**src/rtl/reorder_buffer_if.sv**
```systemverilog
// Reorder buffer bus: dispatch allocation, execution writeback, operand lookup
// and in-order commit toward register_file, plus the mispredict flush.
//   slave  : the reorder buffer itself (receives alloc/wb/lookup/flush, drives commit)
//   master : the surrounding pipeline (dispatch, execution units, register_file)
interface reorder_buffer_if #(
  parameter int ID_W = 4,
  parameter int AW   = 5,
  parameter int DW   = 32,
  parameter int N_LK = 2
);
  logic                 pred_miss;
  logic                 alloc_valid;
  logic                 alloc_has_dst;
  logic [AW-1:0]        alloc_dst;
  logic                 alloc_ready;
  logic [ID_W-1:0]      alloc_id;
  logic                 rsv;
  logic [ID_W-1:0]      rob_id;
  logic                 wb_valid;
  logic [ID_W-1:0]      wb_id;
  logic [DW-1:0]        wb_data;
  logic [N_LK*ID_W-1:0] lk_id;
  logic [N_LK*DW-1:0]   lk_data;
  logic [N_LK-1:0]      lk_done;
  logic                 we;
  logic [ID_W-1:0]      wrQueAddr;
  logic [AW-1:0]        wrAddr;
  logic [DW-1:0]        wrData;
  logic                 empty;
  logic [ID_W:0]        count;

  modport slave (
    input  pred_miss, alloc_valid, alloc_has_dst, alloc_dst, wb_valid, wb_id, wb_data, lk_id,
    output alloc_ready, alloc_id, rsv, rob_id, lk_data, lk_done, we, wrQueAddr, wrAddr, wrData,
           empty, count
  );

  modport master (
    output pred_miss, alloc_valid, alloc_has_dst, alloc_dst, wb_valid, wb_id, wb_data, lk_id,
    input  alloc_ready, alloc_id, rsv, rob_id, lk_data, lk_done, we, wrQueAddr, wrAddr, wrData,
           empty, count
  );
endinterface

```
**src/rtl/reorder_buffer.sv**
```systemverilog
// Circular in-order retirement buffer.
// Allocates one entry per dispatched instruction (tail), collects out-of-order
// results by ROB id, serves operand lookups, and retires entries in program
// order (head), one per cycle, to register_file. pred_miss discards everything.
// Ports:
//   clk  : clock
//   nrst : synchronous, active-high reset
//   bus  : reorder_buffer_if.slave (alloc / rsv / wb / lookup / commit / status)
module reorder_buffer #(
  parameter int ID_W = 4,
  parameter int AW   = 5,
  parameter int DW   = 32,
  parameter int N_LK = 2
) (
  input  logic             clk,
  input  logic             nrst,
  reorder_buffer_if.slave  bus
);
  localparam int unsigned DEPTH = 2 ** ID_W;
  localparam logic [ID_W-1:0] PTR_ONE = 1;
  localparam logic [ID_W:0]   CNT_ONE = 1;
  localparam logic [ID_W:0]   CNT_DEPTH = DEPTH[ID_W:0];

  logic [DEPTH-1:0] r_valid;
  logic [DEPTH-1:0] r_done;
  logic [DEPTH-1:0] r_has_dst;
  logic [AW-1:0]    r_dst  [DEPTH];
  logic [DW-1:0]    r_data [DEPTH];
  logic [ID_W-1:0]  r_head;
  logic [ID_W-1:0]  r_tail;
  logic [ID_W:0]    r_count;

  logic w_alloc_ready;
  logic w_fire;
  logic w_commit;
  logic w_wb_hit;
  logic [N_LK-1:0]    w_lk_done;
  logic [N_LK*DW-1:0] w_lk_data;

  // No same-cycle credit from a commit: readiness comes from the registered count only.
  assign w_alloc_ready = (r_count < CNT_DEPTH);
  assign w_fire        = bus.alloc_valid & w_alloc_ready & ~bus.pred_miss & ~nrst;
  // The commit is presented even in a flush cycle; register_file takes it unconditionally.
  assign w_commit      = r_valid[r_head] & r_done[r_head] & ~nrst;
  assign w_wb_hit      = bus.wb_valid & r_valid[bus.wb_id];

  assign bus.alloc_ready = w_alloc_ready;
  assign bus.alloc_id    = r_tail;
  assign bus.rob_id      = r_tail;
  assign bus.rsv         = w_fire & bus.alloc_has_dst;
  assign bus.we          = w_commit & r_has_dst[r_head];
  assign bus.wrQueAddr   = r_head;
  assign bus.wrAddr      = r_dst[r_head];
  assign bus.wrData      = r_data[r_head];
  assign bus.empty       = (r_count == '0);
  assign bus.count       = r_count;

  // Lookups read registered state only: a writeback becomes visible a cycle later.
  always_comb begin
    w_lk_done = '0;
    w_lk_data = '0;
    for (int i = 0; i < N_LK; i++) begin
      w_lk_done[i]          = r_valid[bus.lk_id[i*ID_W +: ID_W]] &
                              r_done[bus.lk_id[i*ID_W +: ID_W]];
      w_lk_data[i*DW +: DW] = r_data[bus.lk_id[i*ID_W +: ID_W]];
    end
  end

  assign bus.lk_done = w_lk_done;
  assign bus.lk_data = w_lk_data;

  // Control state. Reset and flush both return to the empty state.
  always_ff @(posedge clk) begin
    if (nrst || bus.pred_miss) begin
      r_valid <= '0;
      r_done  <= '0;
      r_head  <= '0;
      r_tail  <= '0;
      r_count <= '0;
    end else begin
      if (w_wb_hit) begin
        r_done[bus.wb_id] <= 1'b1;
      end
      // tail != head whenever both fire (count is neither 0 nor DEPTH), so no overlap.
      if (w_fire) begin
        r_valid[r_tail] <= 1'b1;
        r_done[r_tail]  <= 1'b0;
        r_tail          <= r_tail + PTR_ONE;
      end
      // Last so a late writeback to the retiring entry cannot resurrect it.
      if (w_commit) begin
        r_valid[r_head] <= 1'b0;
        r_done[r_head]  <= 1'b0;
        r_head          <= r_head + PTR_ONE;
      end
      case ({w_fire, w_commit})
        2'b10:   r_count <= r_count + CNT_ONE;
        2'b01:   r_count <= r_count - CNT_ONE;
        default: r_count <= r_count;
      endcase
    end
  end

  // Payload storage, not reset.
  always_ff @(posedge clk) begin
    if (!nrst && !bus.pred_miss) begin
      if (w_wb_hit) begin
        r_data[bus.wb_id] <= bus.wb_data;
      end
      if (w_fire) begin
        r_has_dst[r_tail] <= bus.alloc_has_dst;
        r_dst[r_tail]     <= bus.alloc_dst;
      end
    end
  end
endmodule
```
**src/flat_wrapper.sv**
```systemverilog
// flat-port wrapper written by rule: the top's interface ports become plain ports
module reorder_buffer_flat 
#(
  parameter int ID_W = 4,
  parameter int AW   = 5,
  parameter int DW   = 32,
  parameter int N_LK = 2
)
  (clk, nrst, bus_pred_miss, bus_alloc_valid, bus_alloc_has_dst, bus_alloc_dst, bus_wb_valid, bus_wb_id, bus_wb_data, bus_lk_id, bus_alloc_ready, bus_alloc_id, bus_rsv, bus_rob_id, bus_lk_data, bus_lk_done, bus_we, bus_wrQueAddr, bus_wrAddr, bus_wrData, bus_empty, bus_count);
  reorder_buffer_if #(.ID_W(ID_W), .AW(AW), .DW(DW), .N_LK(N_LK)) bus_i ();
  input  logic clk;
  input  logic nrst;
  input wire logic [$bits(bus_i.pred_miss)-1:0] bus_pred_miss;
  input wire logic [$bits(bus_i.alloc_valid)-1:0] bus_alloc_valid;
  input wire logic [$bits(bus_i.alloc_has_dst)-1:0] bus_alloc_has_dst;
  input wire logic [$bits(bus_i.alloc_dst)-1:0] bus_alloc_dst;
  input wire logic [$bits(bus_i.wb_valid)-1:0] bus_wb_valid;
  input wire logic [$bits(bus_i.wb_id)-1:0] bus_wb_id;
  input wire logic [$bits(bus_i.wb_data)-1:0] bus_wb_data;
  input wire logic [$bits(bus_i.lk_id)-1:0] bus_lk_id;
  output wire logic [$bits(bus_i.alloc_ready)-1:0] bus_alloc_ready;
  output wire logic [$bits(bus_i.alloc_id)-1:0] bus_alloc_id;
  output wire logic [$bits(bus_i.rsv)-1:0] bus_rsv;
  output wire logic [$bits(bus_i.rob_id)-1:0] bus_rob_id;
  output wire logic [$bits(bus_i.lk_data)-1:0] bus_lk_data;
  output wire logic [$bits(bus_i.lk_done)-1:0] bus_lk_done;
  output wire logic [$bits(bus_i.we)-1:0] bus_we;
  output wire logic [$bits(bus_i.wrQueAddr)-1:0] bus_wrQueAddr;
  output wire logic [$bits(bus_i.wrAddr)-1:0] bus_wrAddr;
  output wire logic [$bits(bus_i.wrData)-1:0] bus_wrData;
  output wire logic [$bits(bus_i.empty)-1:0] bus_empty;
  output wire logic [$bits(bus_i.count)-1:0] bus_count;
  assign bus_i.pred_miss = bus_pred_miss;
  assign bus_i.alloc_valid = bus_alloc_valid;
  assign bus_i.alloc_has_dst = bus_alloc_has_dst;
  assign bus_i.alloc_dst = bus_alloc_dst;
  assign bus_i.wb_valid = bus_wb_valid;
  assign bus_i.wb_id = bus_wb_id;
  assign bus_i.wb_data = bus_wb_data;
  assign bus_i.lk_id = bus_lk_id;
  assign bus_alloc_ready = bus_i.alloc_ready;
  assign bus_alloc_id = bus_i.alloc_id;
  assign bus_rsv = bus_i.rsv;
  assign bus_rob_id = bus_i.rob_id;
  assign bus_lk_data = bus_i.lk_data;
  assign bus_lk_done = bus_i.lk_done;
  assign bus_we = bus_i.we;
  assign bus_wrQueAddr = bus_i.wrQueAddr;
  assign bus_wrAddr = bus_i.wrAddr;
  assign bus_wrData = bus_i.wrData;
  assign bus_empty = bus_i.empty;
  assign bus_count = bus_i.count;
  reorder_buffer #(.ID_W(ID_W), .AW(AW), .DW(DW), .N_LK(N_LK)) u_core (.clk(clk), .nrst(nrst), .bus(bus_i));
endmodule
```
**config.mk**
```make
export PLATFORM = sky130hd
export DESIGN_NAME = reorder_buffer_flat
export DESIGN_NICKNAME = d
export VERILOG_FILES = /design/src/rtl/reorder_buffer_if.sv /design/src/rtl/reorder_buffer.sv /design/src/flat_wrapper.sv
export SDC_FILE = /design/constraint.sdc
export NUM_CORES = 1
export LEC_CHECK = 0
export ABC_CLOCK_PERIOD_IN_PS = 3450
export CAP_MARGIN = 40
export CORE_ASPECT_RATIO = 1.4
export CORE_MARGIN = 2
export CORE_UTILIZATION = 44
export DETAILED_ROUTE_END_ITERATION = 8
export PLACE_DENSITY = 0.69
export SETUP_SLACK_MARGIN = 0.3
export SLEW_MARGIN = 10
export SYNTH_ARGS = -nofsm -noshare
export SYNTH_HDL_FRONTEND = slang
export SYNTH_SLANG_ARGS = --single-unit
```
**constraint.sdc**
```tcl
create_clock -name clk -period 3.45 [get_ports clk]
set_input_delay 0.345 -clock clk [delete_from_list [all_inputs] [get_ports clk]]
set_output_delay 0.345 -clock clk [all_outputs]
set_load 0.02 [all_outputs]
```
Word-level counts from Yosys, hierarchy flattened

Memories as Yosys holds them, arrays and structs flattened. A register that Yosys moved wholly into a read port is not among the register bits.
Index checks and enable logic that the tools add are counted.

$add $sub $neg: 4
$lt $le $gt $ge: 9
Equal/unequal tests: 2
Mux-type cells: 42
Bitwise operators: 19
Reductions and logical operators: 10

Operators by type and width:

| kind                                                              | number |
|---|---|
| 2-to-1 mux 16 bit                                                 | 8 |
| AND 16 bit                                                        | 3 |
| binary-select mux 1 bit (select 4 bit)                            | 8 |
| NOT 16 bit                                                        | 2 |
| OR 16 bit                                                         | 2 |
| less-than comparator 4 x 5 -> 1 bit, second input constant        | 5 |
| 2-to-1 mux 1 bit                                                  | 17 |
| bitwise mux 16 bit                                                | 1 |
| 2-to-1 mux 4 bit                                                  | 4 |
| demux 1 bit (select 4 bit)                                        | 3 |
| greater-or-equal comparator 4 x 1 -> 1 bit, second input constant | 3 |
| AND 1 bit                                                         | 10 |
| one-hot mux 5 bit (2 select lines)                                | 1 |
| adder 4 x 1 -> 4 bit, second input constant                       | 2 |
| adder 5 x 1 -> 5 bit, second input constant                       | 1 |
| logical NOT 5 bit                                                 | 1 |
| less-than comparator 5 bit, second input constant                 | 1 |
| subtractor 5 x 1 -> 5 bit, second input constant                  | 1 |
| logical AND 1 bit                                                 | 4 |
| equality test 2 x 1 -> 1 bit, second input constant               | 1 |
| equality test 2 bit, second input constant                        | 1 |
| logical NOT 1 bit                                                 | 2 |
| NOT 1 bit                                                         | 2 |
| AND reduction 2 bit                                               | 1 |
| 2 further kinds                                                   | 2 |

Bits in registers: 61
RAM bits: 592
Input bits: 55
Output and inout bits: 124
Logic and storage cells: 94
Memories: 2

Memory list:

| memory        | words | width | read ports | clocked after Yosys merged registers in | write ports | RTL line             | RTL |
|---|---|---|---|---|---|---|---|
| u_core.r_data | 16    | 32    | 3          | 1                                       | 1           | reorder_buffer.sv:28 | `logic [DW-1:0] r_data [DEPTH];` |
| u_core.r_dst  | 16    | 5     | 1          | 1                                       | 1           | reorder_buffer.sv:27 | `logic [AW-1:0] r_dst [DEPTH];` |

Depth between registers and ports, before layout

Depth in word-level cells: 12
Depth in mapped cells: 16
Depth with buffers taken out: 13

Worst setup path after synthesis

No wires, ideal clock.

Path type: reg2reg
Start point: register u_core.r_head[1] (netlist: u_core.bus.wrQueAddr[1])
End point: register u_core.r_count[4] (netlist: u_core.bus.count[4])
Setup time: 128 ps
Arrival time: 3373 ps
Data required time: 3322 ps
Setup slack: -50 ps
Cell stages (with the launch flop): 16
Path buffers: 2
Period minus slack after synthesis: 3500 ps
Cells stage by stage: dfxtp_1 buf_6 mux4_1 o22a_1 o2111a_1 nor2_1 nor2_1 ha_1 clkbuf_1 xor2_1 ha_1 a21boi_0 o221ai_1 a311oi_1 xnor2_1 nor2_1

Longest elaborated chain between the ends: 6
Elaborated cells on any way between the ends: 10
Classes of those cells: eq/ne (2); mux (5); bitwise (2); reduce/logical (1)

Ends and longest elaborated chain:

| element                                                                         | RTL line             | RTL |
|---|---|---|
| from (decl)                                                                     | reorder_buffer.sv:29 | `logic [ID_W-1:0] r_head;` |
| from (signal assigned)                                                          | reorder_buffer.sv:94 | `r_head <= r_head + PTR_ONE;` |
| binary-select mux 1 bit (select 4 bit)                                          | reorder_buffer.sv:44 | `assign w_commit = r_valid[r_head] & r_done[r_head] & ~nrst;` |
| 2-to-1 mux 1 bit (not written as such)                                          | reorder_buffer.sv:44 |  |
| AND 1 bit (*) (2 in a row)                                                      | reorder_buffer.sv:44 |  |
| equality test 2 x 1 -> 1 bit / equality test 2 bit (equally long branches)      | reorder_buffer.sv:96 | `case ({w_fire, w_commit})` |
| one-hot mux 5 bit (2 select lines) / nonzero test 2 bit (equally long branches) | n/a                  |  |
| to (signal assigned)                                                            | reorder_buffer.sv:97 | `2'b10: r_count <= r_count + CNT_ONE;` |
| to (signal assigned)                                                            | reorder_buffer.sv:98 | `2'b01: r_count <= r_count - CNT_ONE;` |
| to (signal assigned)                                                            | reorder_buffer.sv:99 | `default: r_count <= r_count;` |
| to (decl)                                                                       | reorder_buffer.sv:31 | `logic [ID_W:0] r_count;` |

Every way passes the cells marked *; elsewhere a longest branch is shown, timed or not. The select of a mux whose other input is x is not followed.
A chain may end at the register's enable or synchronous reset.

==> results.yml <==
outcome:
  status: "finished, final reports clean"
final_layout:
  drive_gt1_share_pct: 45.5
  nets: 1898
  syn_to_final_growth_pct: 20.1
critical_path:
  crit_type: "reg2out"
  critPathLaunchType: "register"
  cp-end-kind: "output pin"
  crit_arrival_ns: 2.85
  critPathMaxFanout: 11
  reg2regPathDepth: 14
  r2r-start: "u_core.bus.wrQueAddr[1]"
  r2r_slack_ns: 0.28
  critPathRequiredTime_ns: 3.11
  timing.rr.end: "u_core.bus.count[4]"
synth:
  ys_types: 52
  yosys_register_bits: 657
  postSynthNetCount: 1644
  yosys_warnings: 0
  synth_edf_count: 608
  synth_common_cells: "edfxtp_1, mux4_2, clkbuf_1"
  avgSynthCellArea_sq_um: 21.1
  ys_async_sr_fraction_pct: 0
  yosysMostFrequentCell: "edfxtp_1"
  yosysTopAreaCellShare_pct: 54.8
  synth_area_leaders: "edfxtp_1, mux4_2, dfxtp_1, buf_2, clkbuf_1"
  netlist_area_sq_um: 33300
  synth_top_area_cell: "edfxtp_1"
  ys.flop_type: "edfxtp_1"
  ys_seq_area_share_pct: 57.7
  syn_inst: 1577
route:
  first_pass_iters: 5
  routed_wl_microns: 94400
  dr.first_iter.drc_count: 2114
  vias: 18900
  drtAntennaViolNets: 0
  drc: 0
  wl_per_cell_microns: 33.1
  viasPerCell: 6.64
power_and_ir_drop:
  p_leak_uw: 0.0122
  peakVddDrop_mv: 0.528
  p_per_area_nw_per_um2: 433
worst_hold_path:
  hold_path.class: "in2reg"
  whs_path_depth: 4
  whs_endpoint: "u_core.bus.alloc_id[0]"
  min_from: "bus_alloc_valid"
floorplanning:
  row_count: 119
  dieArea_sq_um: 78000
  boundaryPins: 179
  die_w_microns: 237
  fp.dieH_microns: 330
  core_area_sq_um: 75000
  initial_core_util_pct: 44.4
place:
  port_buffers: 178
  dp_slack_ns: 0.0917
  dp_hpwl_microns: 55900
  gp_congestion: 0.902
sta:
  min_period_over_period_pct: 92.6
  skew_ns: 0.0214
  final_hold_viol_count: 0
  final-max-slew-violation-count: 0
  rsz0062_at_grt: "yes"
  fin_ws_ns: 0.257
  fin_setup_tns_ns: 0
  max_freq_mhz: 313
  min_period_ns: 3.19
  setup_viol: 0
  tightestPinTransition_ns: 0.753
  max_slew_margin_pct: 49.1
global_route:
  grt_pass1_wl_microns: 137000
  grt_start_max_net_pins: 49
  grt_usage_pct: 24.6
  grt_pass1_vias: 20200
  overflow: 0
  antenna_found_initial: 5
clock_network:
  path_clk_slew_ns: 0.06
  cts_max_path_buffers: 3
  clk_latency_ns: 0.62
  cts_sinks: 657
  numCtsBuffers: 67
  h-tree-depth: 3
  cts_tree: "yes"
  cts_root_buffer: "clkbuf_16"
job:
  maxCapViolCount: 0
report_power, final:
group | leakage, uW | internal, uW | switching (uW)
registers | 0.00586 | 8690 | 3.33
clock network | 0.00107 | 4290 | 3060
logic | 0.00525 | 628 | 659
area by class of cell:
type / count / area, sq um
flip-flops and latches: 657 / 19300
fillers: 5748 / 35000
repair buffers: 319 / 3630
well taps: 968 / 1210
diodes: 1 / 2.50
clock inverters: 30 / 280
clock buffers: 88 / 1910
inverters: 10 / 42.5
multi-input cells: 776 / 13700
worst max path at each step:
stage | from | to | slack [ns]
2_1_floorplan | u_core.bus.wrQueAddr[1] | u_core.bus.count[4] | 0.30
3_3_place_gp | u_core.bus.wrQueAddr[1] | u_core.bus.count[4] | 0.15
3_5_place_dp | u_core.bus.wrQueAddr[1] | u_core.bus.count[4] | 0.09
4_1_cts | register | bus_wrData[16] | 0.20
5_1_grt | u_core.bus.wrQueAddr[1] | u_core.bus.count[4] | 0.12
6_report | register | bus_wrData[29] | 0.26
critical path, stage by stage (launching register included):
cell and delay (ns):
dfxtp_4 0.40, buf_12 0.18, buf_4 0.16, buf_16 0.16, mux4_2 0.52, mux4_2 0.46
dlygate4sd2_1 0.33
cell families after synthesis:
group,synth area share (%)
buf+inv,1.86
flops,57.7
mux,36.1
compound gates,1.45
xor+xnor,0.210
simple gates,2.17
fa+ha+maj,0.451
what timing repair did:
item                       in CTS  in global routing
setup endpoints to repair      42                 31
gates resized for setup       123                 46
gates cloned                    9                  3
buffers inserted               10                 12
pin swaps                       1                  5
hold buffers                    0                  0
layer usage:
metal | GRT usage, % | part of all wire, % | up-vias
met5 | 0 | 0.052 | -
met3 | 5.17 | 7.8 | 189
met2 | 42.6 | 52 | 907
met4 | 9.05 | 3.3 | 8
li1 | - | - | 7580
met1 | 30.6 | 37 | 10200
sequential cells by signal (all words and copies together), names as in the netlist, named ones only:
| signal | cells |
|---|---|
| u_core.bus.alloc_id | 4 |
| u_core.bus.count | 5 |
| u_core.bus.wrQueAddr | 4 |
| u_core.r_data | 512 |
| u_core.r_done | 16 |
| u_core.r_dst | 80 |
| u_core.r_has_dst | 16 |
| u_core.r_valid | 16 |
metrics by stage:
| step | hold slack, ns | instance area [sq um] | cells | power [uW] | utilization (%) |
|---|---|---|---|---|---|
| CTS | 0.446 | 39800 | 2833 | 17500 | 53.0 |
| floorplan | 0.444 | 33400 | 1577 | 9590 | - |
| finish | 0.473 | 40000 | 2849 | 17300 | 53.3 |
| global route | 0.524 | 40000 | 2849 | 17800 | 53.3 |
| detailed placement | 0.502 | 37200 | 2696 | 10200 | 49.6 |
| global placement | 0.487 | 37200 | 2696 | 10200 | 49.6 |
placed cells by master, fill, tap and decap left out, drive strengths merged, types with 5 or more instances in the layout:
cell type	n
edfxtp	608
mux4	528
buf	160
clkdlybuf4s50	130
clkbuf	98
dfxtp	49
nor2	45
a21oi	36
nand2	31
nor3b	19
clkinv	18
o21a	16
inv	13
ha	12
nor3	10
clkdlybuf4s15	9
mux2i	9
dlygate4sd2	8
nand2b	7
nor2b	5
bufinv	5
a31oi	5
No activity file was read; power rests on OpenSTA's default activity.
